--- src/rtl/io_pkg.sv ---
// Shared IO address map, status bit positions and UART state encoding.
// Used by io_responder and by memory-stage control when routing IO accesses.
package io_pkg;
    localparam logic [31:0] IO_STATUS_ADDR = 32'h8000_0000;
    localparam logic [31:0] IO_RXDATA_ADDR = 32'h8000_0004;
    localparam logic [31:0] IO_TXDATA_ADDR = 32'h8000_0008;
    localparam logic [31:0] IO_CYCLE_ADDR  = 32'h8000_0010;
    localparam logic [31:0] IO_CYCCLR_ADDR = 32'h8000_0018;

    localparam int STAT_TX_READY_BIT = 0;
    localparam int STAT_RX_VALID_BIT = 1;

    typedef enum logic [1:0] {
        UART_IDLE,
        UART_START,
        UART_DATA,
        UART_STOP
    } uart_state_e;
endpackage

--- src/rtl/uart_transmitter.sv ---
// 8N1 UART transmitter: START -> 8 data bits LSB first -> STOP, each CPB cycles.
// ready is high only in IDLE; a start pulse while busy is ignored.
module uart_transmitter
    import io_pkg::*;
#(
    parameter int CPB = 434
) (
    input  logic       clk,
    input  logic       rst,
    input  logic       start,
    input  logic [7:0] data,
    output logic       ready,
    output logic       serial_out
);
    localparam int CW = $clog2(CPB + 1);

    uart_state_e   state_q, state_d;
    logic [CW-1:0] cnt_q, cnt_d;
    logic [2:0]    idx_q, idx_d;
    logic [7:0]    shift_q, shift_d;
    logic          tx_q, tx_d;

    always_ff @(posedge clk) begin
        if (rst) begin
            state_q <= UART_IDLE;
            cnt_q   <= '0;
            idx_q   <= '0;
            shift_q <= '0;
            tx_q    <= 1'b1;
        end else begin
            state_q <= state_d;
            cnt_q   <= cnt_d;
            idx_q   <= idx_d;
            shift_q <= shift_d;
            tx_q    <= tx_d;
        end
    end

    // tx_d is the line level for the cycle after the edge, so the line is a clean flop.
    always_comb begin
        state_d = state_q;
        cnt_d   = cnt_q;
        idx_d   = idx_q;
        shift_d = shift_q;
        tx_d    = tx_q;
        case (state_q)
            UART_IDLE: begin
                tx_d = 1'b1;
                if (start) begin
                    state_d = UART_START;
                    cnt_d   = '0;
                    shift_d = data;
                    tx_d    = 1'b0;
                end
            end
            UART_START: begin
                if (cnt_q == CW'(CPB - 1)) begin
                    state_d = UART_DATA;
                    cnt_d   = '0;
                    idx_d   = '0;
                    tx_d    = shift_q[0];
                end else begin
                    cnt_d = cnt_q + CW'(1);
                end
            end
            UART_DATA: begin
                if (cnt_q == CW'(CPB - 1)) begin
                    cnt_d   = '0;
                    shift_d = {1'b0, shift_q[7:1]};
                    if (idx_q == 3'd7) begin
                        state_d = UART_STOP;
                        tx_d    = 1'b1;
                    end else begin
                        idx_d = idx_q + 3'd1;
                        tx_d  = shift_q[1];
                    end
                end else begin
                    cnt_d = cnt_q + CW'(1);
                end
            end
            UART_STOP: begin
                if (cnt_q == CW'(CPB - 1)) begin
                    state_d = UART_IDLE;
                    cnt_d   = '0;
                end else begin
                    cnt_d = cnt_q + CW'(1);
                end
            end
            default: state_d = UART_IDLE;
        endcase
    end

    assign ready      = (state_q == UART_IDLE);
    assign serial_out = tx_q;
endmodule

--- src/rtl/io_responder.sv ---
// Memory-mapped UART responder: status / rx data / tx data registers, UART RX here.
// Define IO_COUNTERS_EN to add the free-running cycle counter at 0x80000010.
module io_responder
    import io_pkg::*;
#(
    parameter int CLOCK_FREQ = 50_000_000,
    parameter int BAUD_RATE  = 115_200
) (
    input  logic        clk,
    input  logic        rst,
    input  logic        en,
    input  logic [3:0]  we,
    input  logic [31:0] addr,
    input  logic [31:0] din,
    output logic [31:0] dout,
    input  logic        serial_in,
    output logic        serial_out
);
    localparam int CPB  = CLOCK_FREQ / BAUD_RATE;
    localparam int HALF = CPB / 2;
    localparam int CW   = $clog2(CPB + 1);

    logic        rd, wr, tx_start, tx_ready, rx_pop, rx_s;
    logic        unused_din;
    logic [1:0]  sync_q, sync_d;
    logic [31:0] dout_q, dout_d;

    uart_state_e   rx_state_q, rx_state_d;
    logic [CW-1:0] rx_cnt_q, rx_cnt_d;
    logic [2:0]    rx_idx_q, rx_idx_d;
    logic [7:0]    rx_shift_q, rx_shift_d;
    logic [7:0]    rx_data_q, rx_data_d;
    logic          rx_valid_q, rx_valid_d;

    assign rd         = en && (we == 4'b0000);
    assign wr         = en && (we != 4'b0000);
    assign tx_start   = wr && (addr == IO_TXDATA_ADDR) && tx_ready;
    assign rx_pop     = rd && (addr == IO_RXDATA_ADDR);
    assign rx_s       = sync_q[1];
    assign sync_d     = {sync_q[0], serial_in};
    assign unused_din = ^din[31:8];

    uart_transmitter #(.CPB(CPB)) u_tx (
        .clk        (clk),
        .rst        (rst),
        .start      (tx_start),
        .data       (din[7:0]),
        .ready      (tx_ready),
        .serial_out (serial_out)
    );

`ifdef IO_COUNTERS_EN
    // Holds 0 the cycle after the clearing write, so a read sampled k edges later returns k-1.
    logic [31:0] cyc_q, cyc_d;
    assign cyc_d = (wr && (addr == IO_CYCCLR_ADDR)) ? 32'd0 : cyc_q + 32'd1;
    always_ff @(posedge clk) begin
        if (rst) cyc_q <= '0;
        else     cyc_q <= cyc_d;
    end
`endif

    always_ff @(posedge clk) begin
        if (rst) begin
            sync_q     <= 2'b11;
            dout_q     <= '0;
            rx_state_q <= UART_IDLE;
            rx_cnt_q   <= '0;
            rx_idx_q   <= '0;
            rx_shift_q <= '0;
            rx_data_q  <= '0;
            rx_valid_q <= 1'b0;
        end else begin
            sync_q     <= sync_d;
            dout_q     <= dout_d;
            rx_state_q <= rx_state_d;
            rx_cnt_q   <= rx_cnt_d;
            rx_idx_q   <= rx_idx_d;
            rx_shift_q <= rx_shift_d;
            rx_data_q  <= rx_data_d;
            rx_valid_q <= rx_valid_d;
        end
    end

    always_comb begin
        dout_d = '0;
        if (rd) begin
            case (addr)
                IO_STATUS_ADDR: begin
                    dout_d[STAT_TX_READY_BIT] = tx_ready;
                    dout_d[STAT_RX_VALID_BIT] = rx_valid_q;
                end
                IO_RXDATA_ADDR: dout_d = {24'd0, rx_data_q};
`ifdef IO_COUNTERS_EN
                IO_CYCLE_ADDR:  dout_d = cyc_q;
`endif
                default:        dout_d = '0;
            endcase
        end
    end

    // Byte completion is evaluated after the pop so a simultaneous new byte keeps rx_valid set.
    always_comb begin
        rx_state_d = rx_state_q;
        rx_cnt_d   = rx_cnt_q;
        rx_idx_d   = rx_idx_q;
        rx_shift_d = rx_shift_q;
        rx_data_d  = rx_data_q;
        rx_valid_d = rx_valid_q;
        if (rx_pop) rx_valid_d = 1'b0;
        case (rx_state_q)
            UART_IDLE: begin
                if (!rx_s) begin
                    rx_state_d = UART_START;
                    rx_cnt_d   = '0;
                end
            end
            UART_START: begin
                if (rx_cnt_q == CW'(HALF)) begin
                    rx_cnt_d   = '0;
                    rx_idx_d   = '0;
                    rx_state_d = rx_s ? UART_IDLE : UART_DATA;
                end else begin
                    rx_cnt_d = rx_cnt_q + CW'(1);
                end
            end
            UART_DATA: begin
                if (rx_cnt_q == CW'(CPB - 1)) begin
                    rx_cnt_d   = '0;
                    rx_shift_d = {rx_s, rx_shift_q[7:1]};
                    if (rx_idx_q == 3'd7) rx_state_d = UART_STOP;
                    else                  rx_idx_d   = rx_idx_q + 3'd1;
                end else begin
                    rx_cnt_d = rx_cnt_q + CW'(1);
                end
            end
            UART_STOP: begin
                if (rx_cnt_q == CW'(CPB - 1)) begin
                    rx_cnt_d   = '0;
                    rx_state_d = UART_IDLE;
                    rx_data_d  = rx_shift_q;
                    rx_valid_d = 1'b1;
                end else begin
                    rx_cnt_d = rx_cnt_q + CW'(1);
                end
            end
            default: rx_state_d = UART_IDLE;
        endcase
    end

    assign dout = dout_q;
endmodule
--- config.mk ---
export PLATFORM = sky130hd
export DESIGN_NAME = io_responder
export DESIGN_NICKNAME = d
export VERILOG_FILES = /design/src/rtl/io_pkg.sv /design/src/rtl/uart_transmitter.sv /design/src/rtl/io_responder.sv
export SDC_FILE = /design/constraint.sdc
export NUM_CORES = 1
export LEC_CHECK = 0
export ABC_AREA = 0
export BUFFER_PORTS_ARGS = -buffer_cell sky130_fd_sc_hd__buf_2
export CAP_MARGIN = 20
export CORE_MARGIN = 2
export CORE_UTILIZATION = 50
export DETAILED_ROUTE_END_ITERATION = 12
export GPL_TIMING_DRIVEN = 0
export PLACE_DENSITY = 0.83
export SLEW_MARGIN = 20
export SYNTH_ARGS = -nofsm -noshare
export SYNTH_HDL_FRONTEND = slang
export SYNTH_SLANG_ARGS = --single-unit
--- constraint.sdc ---
create_clock -name clk -period 2.65 [get_ports clk]
set_input_delay 0.53 -clock clk [delete_from_list [all_inputs] [get_ports clk]]
set_output_delay 0.53 -clock clk [all_outputs]
set_load 0.02 [all_outputs]
==> results.sh <==
export IMPL_outcome="completed"
export IMPL_tightest_slew_ns=0.692
export IMPL_coreArea_sq_um=6390
export IMPL_arrival_ns=2.27
export IMPL_clock_fmax_ghz=0.486
export IMPL_ys_flop_type="dfxtp_1"
export IMPL_clock_sinks=64
export IMPL_port_buffers=55
export IMPL_wl_met3_um=368
export IMPL_yosys_top_cells_area="dfxtp_1 (38%), mux2i_1 (8.1%), buf_4 (5.6%)"
export IMPL_initial_core_util_pct=52.2
export IMPL_layout_common_cells="dfxtp_1 (64), buf_2 (63), nor2_1 (29)"
export IMPL_startpoint="rx_cnt_q[0]"
export IMPL_synth_top_area_cell="dfxtp_1"
export IMPL_syn_inst=358
export IMPL_dr_wl_met2_um=3830
export IMPL_dieArea_sq_um=7340
export IMPL_path_clk_slew_ns=0.07
export IMPL_cts_setup_buffers=0
export IMPL_rsz0062_at_grt="no"
export IMPL_syn_area_sq_um=3340
export IMPL_drtIter0Drc=131
export IMPL_ys_warn_count=0
export IMPL_ys_ff_latch=64
export IMPL_slew_headroom_pct=53.5
export IMPL_max_cap_viol_count=0
export IMPL_finalClockSkew_ns=0.00808
export IMPL_dp_hpwl_um=5340
export IMPL_antenna_found_initial=0
export IMPL_period_share_pct=77.7
export IMPL_yosys_cell_types_count=58
export IMPL_vias=2895
export IMPL_p_leak_uw=0.00178
export IMPL_mostFrequentLayoutCell="dfxtp_1"
export IMPL_critPathTopFamily="compound AO/OA/AOI/OAI gates"
export IMPL_die_w_um=85.7
export IMPL_multi_input_area_sq_um=1820
export IMPL_slowest_delay_ns=0.49
export IMPL_cp_start_kind="flop"
export IMPL_critical_path_buf_inv_count=1
export IMPL_cts_hold_buf=0
export IMPL_cts_buffers=9
export IMPL_grt_first_pass_wirelength_um=12300
export IMPL_crit_slowest_cell="o31ai_2"
export IMPL_hold_viol_final=0
export IMPL_die_h_um=85.7
export IMPL_syn_to_final_growth_pct=21.1
export IMPL_seq_area_frac_synth_pct=38.4
export IMPL_insertion_delay_ns=0.35
export IMPL_htree_num_levels=3
export IMPL_reg2reg_from="rx_cnt_q[0]"
export IMPL_drive_gt1_share_pct=27.2
export IMPL_overflow=0
export IMPL_async_reset_ff_share_pct=0
export IMPL_grt_start_max_net_pins=12
export IMPL_min_delay_start="serial_in"
export IMPL_crit_chain="ha_1, nand3b_2, o31ai_2, nand2_1, buf_2, a41oi_1, a311oi_1"
export IMPL_slew_violations=0
export IMPL_grt_pass1_vias=2735
export IMPL_hp_class="in -> reg"
export IMPL_netlist_area_leader_share_pct=38.4
export IMPL_clockBufferDepth=2
export IMPL_finalPower_uw=2540
export IMPL_routabilityCongestion=0.845
export IMPL_cp_num_cells=7
export IMPL_setup_tns_ns=0
export IMPL_seq_area_sq_um=1280
export IMPL_wl_um=7420
export IMPL_r2r_cells=7
export IMPL_ctsResizeCount=0
export IMPL_routed_via_density=5.47
export IMPL_met1_length_um=3100
export IMPL_crit_path_end_kind="flop"
export IMPL_peakVddDrop_uv=502
export IMPL_critPathMaxFanout=10
export IMPL_ant_nets=0
export IMPL_drt_pass1_iterations=4
export IMPL_crit_type="reg -> reg"
export IMPL_drc=0
export IMPL_cts_root_buf="clkbuf_8"
export IMPL_p_per_area_nw_per_um2=628
export IMPL_r2r_slack_ns=0.59
export IMPL_period_minus_slack_ns=2.06
export IMPL_cts_tree="built"
export IMPL_fill_cells=541
export IMPL_holdPathStages=2
export IMPL_core_rowCount=29
export IMPL_wire_per_inst_um=14.0
export IMPL_top_layer="met4"
export IMPL_num_nets_final=531
export IMPL_synth_enable_flop_cells=0
export IMPL_syn_area_per_cell_sq_um=9.32
export IMPL_n_antenna_cell=0
export IMPL_crit_required_ns=2.86
export IMPL_grt_usage_pct=20.8
export IMPL_pin_count=105
export IMPL_finalSetupViolCount=0
through the flow:
| step | setup WS (ns) | instance area [sq um] | util, % | hold WS, ns | std cells |
|---|---|---|---|---|---|
| after floorplan | 0.752 | 3420 | - | 0.383 | 381 |
| after global placement | 0.417 | 3790 | 59.4 | 0.387 | 513 |
| after detailed placement | 0.400 | 3790 | 59.4 | 0.399 | 513 |
| after CTS | 0.617 | 4040 | 63.2 | 0.359 | 529 |
| after global routing | 0.420 | 4040 | 63.2 | 0.373 | 529 |
| final | 0.591 | 4040 | 63.2 | 0.355 | 529 |
worst paths after layout:
path                  to
max          rx_cnt_q[8]
min            sync_q[0]
max reg2reg  rx_cnt_q[8]
min reg2reg    sync_q[1]
logic make-up after synthesis:
family / count (synthesis) / synth area share [%]
DFF: 64 / 38.4
and+or+nand+nor: 116 / 20.9
muxes: 29 / 8.78
other: 1 / 0.112
AOI/OAI and AO/OA: 80 / 17.6
buffers and inverters: 56 / 9.68
adders and majority gates: 12 / 4.50
registers in the layout (all words and copies together) (netlist names), 3 cells and up, named ones only:
| signal | count |
|---|---|
| rx_shift_q | 8 |
| u_tx.cnt_q | 9 |
| u_tx.shift_q | 8 |
| rx_data_q | 8 |
| dout | 8 |
| u_tx.idx_q | 3 |
| rx_cnt_q | 9 |
| rx_idx_q | 3 |
final cells by class:
| cell class | count | share of cell area [%] |
|---|---|---|
| inverters | 11 | 1.02 |
| clock buffers | 11 | 3.50 |
| repair buffers | 55 | 6.82 |
| flip-flops and latches | 64 | 31.7 |
| well taps | 77 | 2.39 |
| plain buffers | 45 | 6.97 |
| multi-input cells | 261 | 45.0 |
| clock inverters | 5 | 2.57 |
Yosys cell counts (3+ instances only):
library cell and count:
and3_1 13, nor4_1 6, nand2_1 19, nor2_1 29, nor2b_1 4, inv_1 10, a311oi_1 17, a21oi_1 27
ha_1 12, o21ai_1 7, nor3_1 4, dfxtp_1 64, nor4_2 3, clkbuf_1 10, or2_1 3, nand2b_1 8
nand3_1 6, o21ai_0 3, a41oi_1 5, a21o_1 4, mux2i_1 27, buf_2 8, buf_4 25, or3_1 3
where the power goes:
group	total (uW)	leakage (uW)	internal, uW	switching, uW
Combinational	455	0.00114	188	267
Sequential	1050	0.000516	1010	33.9
Clock	1030	0.000124	651	383
per-layer routing:
| metal | up-vias | GRT usage (%) |
|---|---|---|
| met1 | 1371 | 23.2 |
| met5 | - | 0 |
| met4 | 0 | 9.81 |
| li1 | 1443 | - |
| met3 | 12 | 4.52 |
| met2 | 69 | 37.5 |
Power figures use the tool's default switching activity.
